<file path="src/rtl/lcd_text_feeder_pkg.sv">
// Shared constants, state encoding and byte helpers for the LCD text feeder.
package lcd_text_feeder_pkg;

  // HD44780-style command bytes
  localparam logic [7:0] LCD_CMD_FUNC_SET   = 8'h38;
  localparam logic [7:0] LCD_CMD_ENTRY_MODE = 8'h06;
  localparam logic [7:0] LCD_CMD_DISPLAY_ON = 8'h0C;
  localparam logic [7:0] LCD_CMD_CLEAR      = 8'h01;
  localparam logic [7:0] LCD_CMD_SET_DDRAM  = 8'h80;

  // DDRAM base address of each visible row
  localparam logic [7:0] ROW0_BASE = 8'h00;
  localparam logic [7:0] ROW1_BASE = 8'h40;

  // Control codes recognised in the text stream
  localparam logic [7:0] CODE_LF = 8'h0A;
  localparam logic [7:0] CODE_FF = 8'h0C;
  localparam logic [7:0] CODE_CR = 8'h0D;

  localparam int INIT_LEN = 4;

  typedef enum logic [2:0] {
    POR_WAIT,
    INIT_ISSUE,
    INIT_ACK,
    IDLE,
    ISSUE,
    ACK,
    WRAP_ISSUE,
    WRAP_ACK
  } feeder_state_t;

  typedef enum logic [2:0] {
    BYTE_PRINT,
    BYTE_CR,
    BYTE_LF,
    BYTE_FF,
    BYTE_OTHER
  } byte_class_t;

  function automatic byte_class_t classify_byte(input logic [7:0] b);
    if (b >= 8'h20 && b <= 8'h7E) return BYTE_PRINT;
    else if (b == CODE_CR)        return BYTE_CR;
    else if (b == CODE_LF)        return BYTE_LF;
    else if (b == CODE_FF)        return BYTE_FF;
    else                          return BYTE_OTHER;
  endfunction

  function automatic logic [7:0] init_cmd(input logic [1:0] idx);
    case (idx)
      2'd0:    return LCD_CMD_FUNC_SET;
      2'd1:    return LCD_CMD_ENTRY_MODE;
      2'd2:    return LCD_CMD_DISPLAY_ON;
      default: return LCD_CMD_CLEAR;
    endcase
  endfunction

  function automatic logic [7:0] row_base(input logic row);
    return row ? ROW1_BASE : ROW0_BASE;
  endfunction

  // Set-DDRAM-address command for a cursor position
  function automatic logic [7:0] ddram_cmd(input logic row, input logic [7:0] col);
    return LCD_CMD_SET_DDRAM | (row_base(row) + col);
  endfunction

endpackage

</file>
<file path="src/rtl/lcd_text_feeder_if.sv">
// Byte-stream input and LCD writer handshake bundle.
// master = the feeder itself, slave = upstream source plus downstream writer.
interface lcd_text_feeder_if;
  logic [7:0] in_data;
  logic       in_valid;
  logic       in_ready;
  logic       wreq;
  logic       wack;
  logic       wregister;
  logic [7:0] wvalue;

  modport master (
    input  in_data, in_valid, wack,
    output in_ready, wreq, wregister, wvalue
  );

  modport slave (
    output in_data, in_valid, wack,
    input  in_ready, wreq, wregister, wvalue
  );
endinterface

</file>
<file path="src/rtl/lcd_byte_fifo.sv">
// Small synchronous FIFO buffering text bytes ahead of the LCD sequencer.
module lcd_byte_fifo #(
  parameter int DEPTH = 4,
  parameter int WIDTH = 8
) (
  input  logic             clock,
  input  logic             reset_n,
  input  logic             i_push,
  input  logic [WIDTH-1:0] i_data,
  input  logic             i_pop,
  output logic [WIDTH-1:0] o_data,
  output logic             o_full,
  output logic             o_empty
);

  localparam int AW = (DEPTH > 1) ? $clog2(DEPTH) : 1;
  localparam int CW = $clog2(DEPTH + 1);

  logic [WIDTH-1:0] r_mem [DEPTH];
  logic [AW-1:0]    r_wr_ptr;
  logic [AW-1:0]    r_rd_ptr;
  logic [CW-1:0]    r_count;
  logic             w_push;
  logic             w_pop;

  assign o_full  = (r_count == CW'(DEPTH));
  assign o_empty = (r_count == '0);
  assign w_push  = i_push & ~o_full;
  assign w_pop   = i_pop & ~o_empty;
  assign o_data  = r_mem[r_rd_ptr];

  // Storage is not reset; only the pointers define what is valid.
  always_ff @(posedge clock) begin
    if (w_push) r_mem[r_wr_ptr] <= i_data;
  end

  // Pointer and occupancy tracking; push+pop together leaves the count unchanged.
  always_ff @(posedge clock or negedge reset_n) begin
    if (!reset_n) begin
      r_wr_ptr <= '0;
      r_rd_ptr <= '0;
      r_count  <= '0;
    end else begin
      if (w_push) r_wr_ptr <= (r_wr_ptr == AW'(DEPTH - 1)) ? '0 : r_wr_ptr + AW'(1);
      if (w_pop)  r_rd_ptr <= (r_rd_ptr == AW'(DEPTH - 1)) ? '0 : r_rd_ptr + AW'(1);
      case ({w_push, w_pop})
        2'b10:   r_count <= r_count + CW'(1);
        2'b01:   r_count <= r_count - CW'(1);
        default: r_count <= r_count;
      endcase
    end
  end

endmodule

</file>
<file path="src/rtl/lcd_text_feeder.sv">
// Turns a text byte stream into LCD writer transactions: power-on wait,
// init command sequence, then data writes with cursor tracking and wrap.
//
// state      | meaning
// POR_WAIT   | counting the power-on delay, no writes
// INIT_ISSUE | wreq high for an init command
// INIT_ACK   | waiting for wack of an init command
// IDLE       | waiting for a byte in the FIFO
// ISSUE      | wreq high for a text data/command write
// ACK        | waiting for wack of a text write
// WRAP_ISSUE | wreq high for the line-wrap cursor move
// WRAP_ACK   | waiting for wack of the line-wrap move
module lcd_text_feeder
  import lcd_text_feeder_pkg::*;
#(
  parameter int POR_CYCLES = 750000,
  parameter int COLS       = 16,
  parameter int ROWS       = 2
) (
  input  logic              clock,
  input  logic              reset_n,
  lcd_text_feeder_if.master bus,
  output logic              init_done
);

  localparam int COL_W = $clog2(COLS + 1);
  localparam int POR_W = (POR_CYCLES > 1) ? $clog2(POR_CYCLES) : 1;

  feeder_state_t    r_state;
  feeder_state_t    w_state_nxt;
  logic [POR_W-1:0] r_por_cnt;
  logic [POR_W-1:0] w_por_cnt_nxt;
  logic [1:0]       r_init_idx;
  logic [1:0]       w_init_idx_nxt;
  logic             r_row;
  logic             w_row_nxt;
  logic [COL_W-1:0] r_col;
  logic [COL_W-1:0] w_col_nxt;
  logic             r_wreq;
  logic             w_wreq_nxt;
  logic             r_wregister;
  logic             w_wregister_nxt;
  logic [7:0]       r_wvalue;
  logic [7:0]       w_wvalue_nxt;
  logic             r_init_done;
  logic             w_init_done_nxt;
  logic             r_ready_en;

  logic             w_pop;
  logic             w_push;
  logic [7:0]       w_fifo_data;
  logic             w_full;
  logic             w_empty;
  logic             w_row_adv;
  logic [COL_W-1:0] w_col_inc;

  // in_ready is held low during reset and opens on the first clock after it.
  assign bus.in_ready  = r_ready_en & ~w_full;
  assign bus.wreq      = r_wreq;
  assign bus.wregister = r_wregister;
  assign bus.wvalue    = r_wvalue;
  assign init_done     = r_init_done;

  assign w_push    = bus.in_valid & bus.in_ready;
  assign w_row_adv = (ROWS == 2) ? ~r_row : 1'b0;
  assign w_col_inc = r_col + COL_W'(1);

  lcd_byte_fifo #(
    .DEPTH (4),
    .WIDTH (8)
  ) u_fifo (
    .clock   (clock),
    .reset_n (reset_n),
    .i_push  (w_push),
    .i_data  (bus.in_data),
    .i_pop   (w_pop),
    .o_data  (w_fifo_data),
    .o_full  (w_full),
    .o_empty (w_empty)
  );

  // State, cursor and registered write-port outputs.
  always_ff @(posedge clock or negedge reset_n) begin
    if (!reset_n) begin
      r_state     <= POR_WAIT;
      r_por_cnt   <= '0;
      r_init_idx  <= '0;
      r_row       <= 1'b0;
      r_col       <= '0;
      r_wreq      <= 1'b0;
      r_wregister <= 1'b0;
      r_wvalue    <= 8'h00;
      r_init_done <= 1'b0;
      r_ready_en  <= 1'b0;
    end else begin
      r_state     <= w_state_nxt;
      r_por_cnt   <= w_por_cnt_nxt;
      r_init_idx  <= w_init_idx_nxt;
      r_row       <= w_row_nxt;
      r_col       <= w_col_nxt;
      r_wreq      <= w_wreq_nxt;
      r_wregister <= w_wregister_nxt;
      r_wvalue    <= w_wvalue_nxt;
      r_init_done <= w_init_done_nxt;
      r_ready_en  <= 1'b1;
    end
  end

  // Next-state logic; a write is launched on the edge that enters an *_ISSUE state.
  always_comb begin
    w_state_nxt     = r_state;
    w_por_cnt_nxt   = r_por_cnt;
    w_init_idx_nxt  = r_init_idx;
    w_row_nxt       = r_row;
    w_col_nxt       = r_col;
    w_wreq_nxt      = 1'b0;
    w_wregister_nxt = r_wregister;
    w_wvalue_nxt    = r_wvalue;
    w_init_done_nxt = r_init_done;
    w_pop           = 1'b0;

    case (r_state)
      POR_WAIT: begin
        if (r_por_cnt == POR_W'(POR_CYCLES - 1)) begin
          w_state_nxt     = INIT_ISSUE;
          w_init_idx_nxt  = 2'd0;
          w_wreq_nxt      = 1'b1;
          w_wregister_nxt = 1'b0;
          w_wvalue_nxt    = init_cmd(2'd0);
        end else begin
          w_por_cnt_nxt = r_por_cnt + POR_W'(1);
        end
      end

      INIT_ISSUE: w_state_nxt = INIT_ACK;

      INIT_ACK: begin
        if (bus.wack) begin
          if (r_init_idx == 2'(INIT_LEN - 1)) begin
            w_state_nxt     = IDLE;
            w_init_done_nxt = 1'b1;
            w_row_nxt       = 1'b0;
            w_col_nxt       = '0;
          end else begin
            w_state_nxt     = INIT_ISSUE;
            w_init_idx_nxt  = r_init_idx + 2'd1;
            w_wreq_nxt      = 1'b1;
            w_wregister_nxt = 1'b0;
            w_wvalue_nxt    = init_cmd(r_init_idx + 2'd1);
          end
        end
      end

      IDLE: begin
        if (!w_empty) begin
          w_pop = 1'b1;
          case (classify_byte(w_fifo_data))
            BYTE_PRINT: begin
              w_state_nxt     = ISSUE;
              w_wreq_nxt      = 1'b1;
              w_wregister_nxt = 1'b1;
              w_wvalue_nxt    = w_fifo_data;
            end
            BYTE_CR: begin
              w_state_nxt     = ISSUE;
              w_col_nxt       = '0;
              w_wreq_nxt      = 1'b1;
              w_wregister_nxt = 1'b0;
              w_wvalue_nxt    = ddram_cmd(r_row, 8'h00);
            end
            BYTE_LF: begin
              w_state_nxt     = ISSUE;
              w_row_nxt       = w_row_adv;
              w_wreq_nxt      = 1'b1;
              w_wregister_nxt = 1'b0;
              w_wvalue_nxt    = ddram_cmd(w_row_adv, 8'(r_col));
            end
            BYTE_FF: begin
              w_state_nxt     = ISSUE;
              w_row_nxt       = 1'b0;
              w_col_nxt       = '0;
              w_wreq_nxt      = 1'b1;
              w_wregister_nxt = 1'b0;
              w_wvalue_nxt    = LCD_CMD_CLEAR;
            end
            default: w_state_nxt = IDLE;
          endcase
        end
      end

      ISSUE: w_state_nxt = ACK;

      // Column advances only once the data write is acknowledged.
      ACK: begin
        if (bus.wack) begin
          if (r_wregister) begin
            if (w_col_inc == COL_W'(COLS)) begin
              w_state_nxt     = WRAP_ISSUE;
              w_row_nxt       = w_row_adv;
              w_col_nxt       = '0;
              w_wreq_nxt      = 1'b1;
              w_wregister_nxt = 1'b0;
              w_wvalue_nxt    = ddram_cmd(w_row_adv, 8'h00);
            end else begin
              w_state_nxt = IDLE;
              w_col_nxt   = w_col_inc;
            end
          end else begin
            w_state_nxt = IDLE;
          end
        end
      end

      WRAP_ISSUE: w_state_nxt = WRAP_ACK;

      WRAP_ACK: begin
        if (bus.wack) w_state_nxt = IDLE;
      end

      default: w_state_nxt = POR_WAIT;
    endcase
  end

endmodule

</file>
<file path="src/flat_wrapper.sv">
// flat-port wrapper written by rule: the top's interface ports become plain ports
module lcd_text_feeder_flat import lcd_text_feeder_pkg::*;
#(
  parameter int POR_CYCLES = 750000,
  parameter int COLS       = 16,
  parameter int ROWS       = 2
)
  (clock, reset_n, init_done, bus_in_data, bus_in_valid, bus_wack, bus_in_ready, bus_wreq, bus_wregister, bus_wvalue);
  lcd_text_feeder_if bus_i ();
  input  logic clock;
  input  logic reset_n;
  output logic init_done;
  input wire logic [$bits(bus_i.in_data)-1:0] bus_in_data;
  input wire logic [$bits(bus_i.in_valid)-1:0] bus_in_valid;
  input wire logic [$bits(bus_i.wack)-1:0] bus_wack;
  output wire logic [$bits(bus_i.in_ready)-1:0] bus_in_ready;
  output wire logic [$bits(bus_i.wreq)-1:0] bus_wreq;
  output wire logic [$bits(bus_i.wregister)-1:0] bus_wregister;
  output wire logic [$bits(bus_i.wvalue)-1:0] bus_wvalue;
  assign bus_i.in_data = bus_in_data;
  assign bus_i.in_valid = bus_in_valid;
  assign bus_i.wack = bus_wack;
  assign bus_in_ready = bus_i.in_ready;
  assign bus_wreq = bus_i.wreq;
  assign bus_wregister = bus_i.wregister;
  assign bus_wvalue = bus_i.wvalue;
  lcd_text_feeder #(.POR_CYCLES(POR_CYCLES), .COLS(COLS), .ROWS(ROWS)) u_core (.clock(clock), .reset_n(reset_n), .bus(bus_i), .init_done(init_done));
endmodule
</file>
<file path="config.mk">
export PLATFORM = sky130hd
export DESIGN_NAME = lcd_text_feeder_flat
export DESIGN_NICKNAME = d
export VERILOG_FILES = /design/src/rtl/lcd_text_feeder_pkg.sv /design/src/rtl/lcd_text_feeder_if.sv /design/src/rtl/lcd_byte_fifo.sv /design/src/rtl/lcd_text_feeder.sv /design/src/flat_wrapper.sv
export SDC_FILE = /design/constraint.sdc
export NUM_CORES = 1
export LEC_CHECK = 0
export ABC_AREA = 1
export CAP_MARGIN = 20
export CORE_MARGIN = 1
export CORE_UTILIZATION = 33
export DETAILED_ROUTE_END_ITERATION = 8
export GPL_TIMING_DRIVEN = 0
export PLACE_DENSITY = 0.59
export SLEW_MARGIN = 30
export SYNTH_ARGS = -nofsm -noshare
export SYNTH_HDL_FRONTEND = slang
export SYNTH_SLANG_ARGS = --single-unit
</file>
<file path="constraint.sdc">
create_clock -name clock -period 3.19 [get_ports clock]
set_clock_uncertainty 0.1 [all_clocks]
set_input_delay 0.7975 -clock clock [delete_from_list [all_inputs] [get_ports clock]]
set_output_delay 0.7975 -clock clock [all_outputs]
set_load 0.02 [all_outputs]
</file>
; Yosys cells after proc, flatten, opt, wreduce, memory -nomap -nowiden
; Memories as Yosys holds them, arrays and structs flattened.
; Index checks and enable logic that the tools add are counted.
[totals]
reg_bits = 50
mem_bits_rw = 32
inputBits = 12
out_inout_bits = 12
elab_cells = 161
mem_count = 1
[mem_list]
columns = name, depth, word_bits, read_ports, rd_ports_with_merged_regs, write_ports, line
row1 = u_core.u_fifo.r_mem, 4, 8, 1, 0, 1, lcd_byte_fifo.sv:19  ; logic [WIDTH-1:0] r_mem [DEPTH];
[op_classes]
addsub = 8
magnitude_cmp = 2
n_eq_ne = 36
mux = 73
bitwise = 8
reduce_logical = 20
[op_table]
columns = operator, count
row1 = case mux 8 bit (4 select lines), 2
row2 = two-way mux 8 bit, 7
row3 = two-way mux 3 bit, 14
row4 = two-way mux 5 bit, 7
row5 = two-way mux 1 bit, 25
row6 = "== test 8 x 4 -> 1 bit, second input constant", 3
row7 = case mux 3 bit (8 select lines), 1
row8 = "adder 20 x 1 -> 20 bit, second input constant", 1
row9 = "== test 20 bit, second input constant", 1
row10 = case mux 6 bit (3 select lines), 1
row11 = "== test 3 bit, second input constant", 5
row12 = case mux 5 bit (3 select lines), 1
row13 = two-way mux 7 bit, 2
row14 = AND reduction 7 bit, 2
row15 = "== test 3 x 2 -> 1 bit, second input constant", 4
row16 = two-way mux 2 bit, 6
row17 = "inequality test 2 bit, second input constant", 6
row18 = "== test 2 bit, second input constant", 5
row19 = zero test 3 bit, 3
row20 = AND reduction 9 bit, 1
row21 = "greater-or-equal comparator 8 x 6 -> 1 bit, second input constant", 1
row22 = "less-or-equal comparator 8 x 7 -> 1 bit, second input constant", 1
row23 = "inequality test 2 x 1 -> 1 bit, second input constant", 4
row24 = case mux 1 bit (4 select lines), 2
row25 = 30 further kinds, 42

; Depth between registers and ports, before layout
; An unclocked memory read counts as a cell.
[depth]
ltp_word = 13
mapped_depth = 16
ltp_nobuf = 15

; Modules after synthesis
; Synthesis repeated with hierarchy kept, for this count alone.
[unflattened]
cells_unflattened = 587
hier_area_um2 = 4697.0
[modules_own_cells]
columns = module, n_inst, cells_per_inst, area_per_inst_um2, seq_area_each_um2
row1 = lcd_text_feeder, 1, 433, 2922.8, 1076.0
row2 = lcd_byte_fifo, 1, 154, 1774.2, 1136.1

; Worst setup path after synthesis
; No wires, ideal clock.
[synth_timing]
path_type = reg-to-reg
start = register u_core.r_state[0]
end = register u_core.u_fifo.r_count[2]
setup_ps = 131
arrival_time_ps = 1977
required_ps = 2959
setup_slack_ps = 982
path_stages_with_launch = 13
path_buffers = 0
synth_period_minus_slack_ps = 2208
cell_sequence = dfrtp_1 nand2_1 inv_1 nand2_1 inv_1 nand2_1 inv_1 ha_1 inv_1 fa_1 a21oi_1 o21ai_0 xor2_1
[synth_between]
elab_chain_len = 5
word_cells_on_any_way = 7
classes_between = 3 x eq/ne / 2 x mux / 1 x bitwise / 1 x reduce/logical
[synth_rtl]
columns = element, line
row1 = "start, declared", lcd_text_feeder.sv:29  ; feeder_state_t r_state;
row2 = "start signal, assigned", lcd_text_feeder.sv:96  ; r_state <= w_state_nxt;
row3 = == test 3 x 2 -> 1 bit (*), lcd_text_feeder.sv:122  ; case (r_state)
row4 = two-way mux 1 bit (*), lcd_text_feeder.sv:122
row5 = AND 1 bit (*), lcd_byte_fifo.sv:29  ; assign w_pop = i_pop & ~o_empty;
row6 = net u_core.u_fifo.w_pop, lcd_byte_fifo.sv:24  ; logic w_pop;
row7 = == test 2 x 1 -> 1 bit / == test 2 bit (equally long branches), lcd_byte_fifo.sv:46  ; case ({w_push, w_pop})
row8 = case mux 3 bit (2 select lines) / nonzero test 2 bit (equally long branches), --
row9 = "end signal, assigned", lcd_byte_fifo.sv:47  ; 2'b10: r_count <= r_count + CW'(1);
row10 = "end signal, assigned", lcd_byte_fifo.sv:48  ; 2'b01: r_count <= r_count - CW'(1);
row11 = "end signal, assigned", lcd_byte_fifo.sv:49  ; default: r_count <= r_count;
row12 = "end, declared", lcd_byte_fifo.sv:22  ; logic [CW-1:0] r_count;
; The timed path passes the listed nets; every way through them passes the cells marked *.
; A chain may end at the register's enable or synchronous reset.

; Final worst setup path
[layout_timing]
start = register u_core.u_fifo.r_count[0]
end = output bus_in_ready
[layout_between]
elab_chain_len = 3
[layout_rtl]
columns = element, line
row1 = == test 3 bit, lcd_byte_fifo.sv:26  ; assign o_full = (r_count == CW'(DEPTH));
row2 = inverter 1 bit, lcd_text_feeder.sv:58  ; assign bus.in_ready = r_ready_en & ~w_full;
row3 = AND 1 bit, lcd_text_feeder.sv:58
row4 = "end, declared", flat_wrapper.sv:16  ; output wire logic [$bits(bus_i.in_ready)-1:0] bus_in_ready;
; No other way between the ends.

==> results.py <==
metrics = {
    "global_routing": {
        "grt.total_usage_pct": 14.7,
        "grt_pass1_vias": 3544,
        "grt_max_degree": 51,
        "overflow": 0,
        "grt_pass1_wl_um": 16500,
        "antenna_found_initial": 0,
    },
    "die": {
        "rows": 42,
        "io_pins": 24,
        "die_area_um2": 14300,
        "die_h_um": 120,
        "core-area_um2": 13400,
        "dieWidth_um": 120,
        "initial_core_util_pct": 34.1,
    },
    "timing": {
        "holdWs_ns": 0.334,
        "setup_viol": 0,
        "hold_viol": 0,
        "fmax_ghz": 0.384,
        "period_minus_slack_ns": 2.60,
        "drv_slew": 0,
        "tightest_slew_ns": 0.910,
        "maxSlewHeadroom_pct": 39.1,
        "fin_crit_sh_pct": 81.6,
        "rsz0062_at_grt": "no",
    },
    "clock_tree": {
        "clock_latency_ns": 0.33,
        "cts.repair.resized": 0,
        "cts_hold_buf": 0,
        "cts_buffers": 9,
        "htreeDepth": 3,
        "cts_tree": "built",
        "clk_path_buf_depth": 2,
        "clk_pin_slew_ns": 0.06,
        "clock-root-buffer": "clkbuf_16",
        "post_cts_buffers": 0,
        "numClockSinks": 82,
    },
    "layout": {
        "layout.cells.non_filler": 763,
        "final_cell_mix": "nand2_1, inv_1, nand3_1",
        "drive_above_1_share_pct": 8.86,
        "final_common_cell": "nand2_1",
        "area_growth_pct": 17.2,
        "stdcell_area_um2": 5360,
        "final_nets": 607,
        "antenna_cells": 0,
    },
    "critical_path": {
        "cp.required_ns": 2.29,
        "startpoint_type": "register",
        "worst_ep_arrival_time_ns": 1.71,
        "end_kind": "output pin",
        "r2r-start": "u_core.r_state[2]",
        "crit_start": "u_core.u_fifo.r_count[0]",
        "path_class": "register to output pin",
        "cp_max_fo": 3,
    },
    "synthesis": {
        "async_flop_share_pct": 61.0,
        "syn-cell-area_um2": 4580,
        "synthCells": 547,
        "syn-num-nets": 572,
        "syn_area_per_cell_um2": 8.36,
        "synth_edf_count": 32,
        "ys_seq_elements": 82,
        "synth_ff_type": "dfrtp_1",
        "yosysWarnings": 0,
        "synth_cell_types": 41,
        "synth-seq-area-share_pct": 48.3,
    },
    "pwr": {
        "ir_drop_mv": 0.328,
        "p_leak_uw": 0.00246,
        "p_per_area_nw_per_um2": 835,
        "p_total_uw": 4480,
    },
    "placement": {
        "dp_hpwl_um": 6980,
        "numPortBuffers": 23,
        "dp_cells": 747,
        "post_dp_cell_area_um2": 5050,
        "finalWeightedCongestion": 0.867,
    },
    "route": {
        "drt-total-wl_um": 9490,
        "final_antenna_net_count": 0,
        "vias_per_cell": 4.65,
        "met3_length_um": 202,
        "wl_met2_um": 4610,
        "drtPass1Iterations": 4,
        "drt-wirelength-per-cell_um": 12.4,
        "drtIter0Drc": 189,
        "vias": 3548,
        "routed.top_layer": "met4",
        "drc_errors": 0,
        "wl_met1_um": 4550,
    },
    "job": {
        "max-cap-violations": 0,
    },
    "hold_path": {
        "min_path_type": "input pin to async pin",
    },
    "run_status": {
        "status": "finished, final reports clean",
    },
}
==> through the flow <==
step,setup TNS (ns),util [%],worst slack (ns)
finish,0,40.0,0.585
CTS,0,40.0,0.521
detailed placement,0,37.7,0.488
global placement,-14.33,37.5,-0.290
global route,0,40.0,0.445
floorplan,0,-,0.982
==> state kept, by name, indices dropped and copies added, names as in the netlist <==
signal                  cells
u_core.bus.wregister        1
u_core.bus.wreq             1
u_core.bus.wvalue           8
u_core.init_done            1
u_core.r_col                5
u_core.r_init_idx           2
u_core.r_por_cnt           20
u_core.r_ready_en           1
u_core.r_row                1
u_core.r_state              3
u_core.u_fifo.r_count       3
u_core.u_fifo.r_mem        32
u_core.u_fifo.r_rd_ptr      2
u_core.u_fifo.r_wr_ptr      2
==> synth_stat cells (all sizes together), types with 3 or more instances <==
library cell | instances | area, um^2
o21bai | 3 | 22.5
dfrtp | 50 | 1250
buf | 9 | 75.1
nand4 | 12 | 75.1
xnor2 | 8 | 70.1
ha | 12 | 150
nand2 | 192 | 803
nor2 | 40 | 169
xor2 | 16 | 140
a21oi | 7 | 35.0
inv | 61 | 231
edfxtp | 32 | 961
nand3 | 54 | 293
o21ai | 24 | 120
nor3 | 12 | 60.1
==> critical path, cell delays in order (launching register included) <==
cell and delay [ns]:
dfrtp_1 0.37, inv_1 0.09, a31oi_1 0.27, clkdlybuf4s50_1 0.65
==> cells by family after synthesis <==
family | share of synthesized area, %
AO/OA/AOI/OAI | 4.95
XOR/XNOR | 4.59
adder cells (fa/ha/maj) | 3.72
buffers and inverters | 6.97
flip-flops | 48.3
other | 0.0820
AND/OR/NAND/NOR | 31.3
==> worst paths after layout <==
kind                       slack [ns]  depth (start not counted)                        to
min reg2reg                      0.38                          1          u_core.init_done
min in group clock               0.38                          1          u_core.init_done
max in group asynchronous        2.43                          2  u_core.u_fifo.r_count[1]
max                              0.59                          3              bus_in_ready
max reg2reg                      0.72                         11  u_core.u_fifo.r_count[2]
min                              0.33                          2      u_core.r_init_idx[1]
==> routing by layer <==
metal / vias up / track usage, %
met3: 7 / 2.09
met5: - / 0
met1: 1661 / 18.8
met4: 0 / 6.56
li1: 1841 / -
met2: 39 / 24.6
==> area by class of cell <==
type / count / area [um^2]
Buffer: 9 / 75.1
Clock buffer: 10 / 229
Clock inverter: 6 / 81.3
Fill cell: 1363 / 8040
Inverter: 63 / 244
Multi-Input combinational cell: 393 / 2040
Sequential cell: 82 / 2210
Tap cell: 176 / 220
Timing Repair Buffer: 24 / 255
==> power breakdown <==
| group | leakage [uW] | total (uW) | internal (uW) | switching, uW |
|---|---|---|---|---|
| registers | 0.000944 | 1450 | 1310 | 141 |
| clock network | 0.000150 | 1080 | 680 | 400 |
| logic | 0.00137 | 1950 | 676 | 1270 |
(Power assumes the default switching activity.)
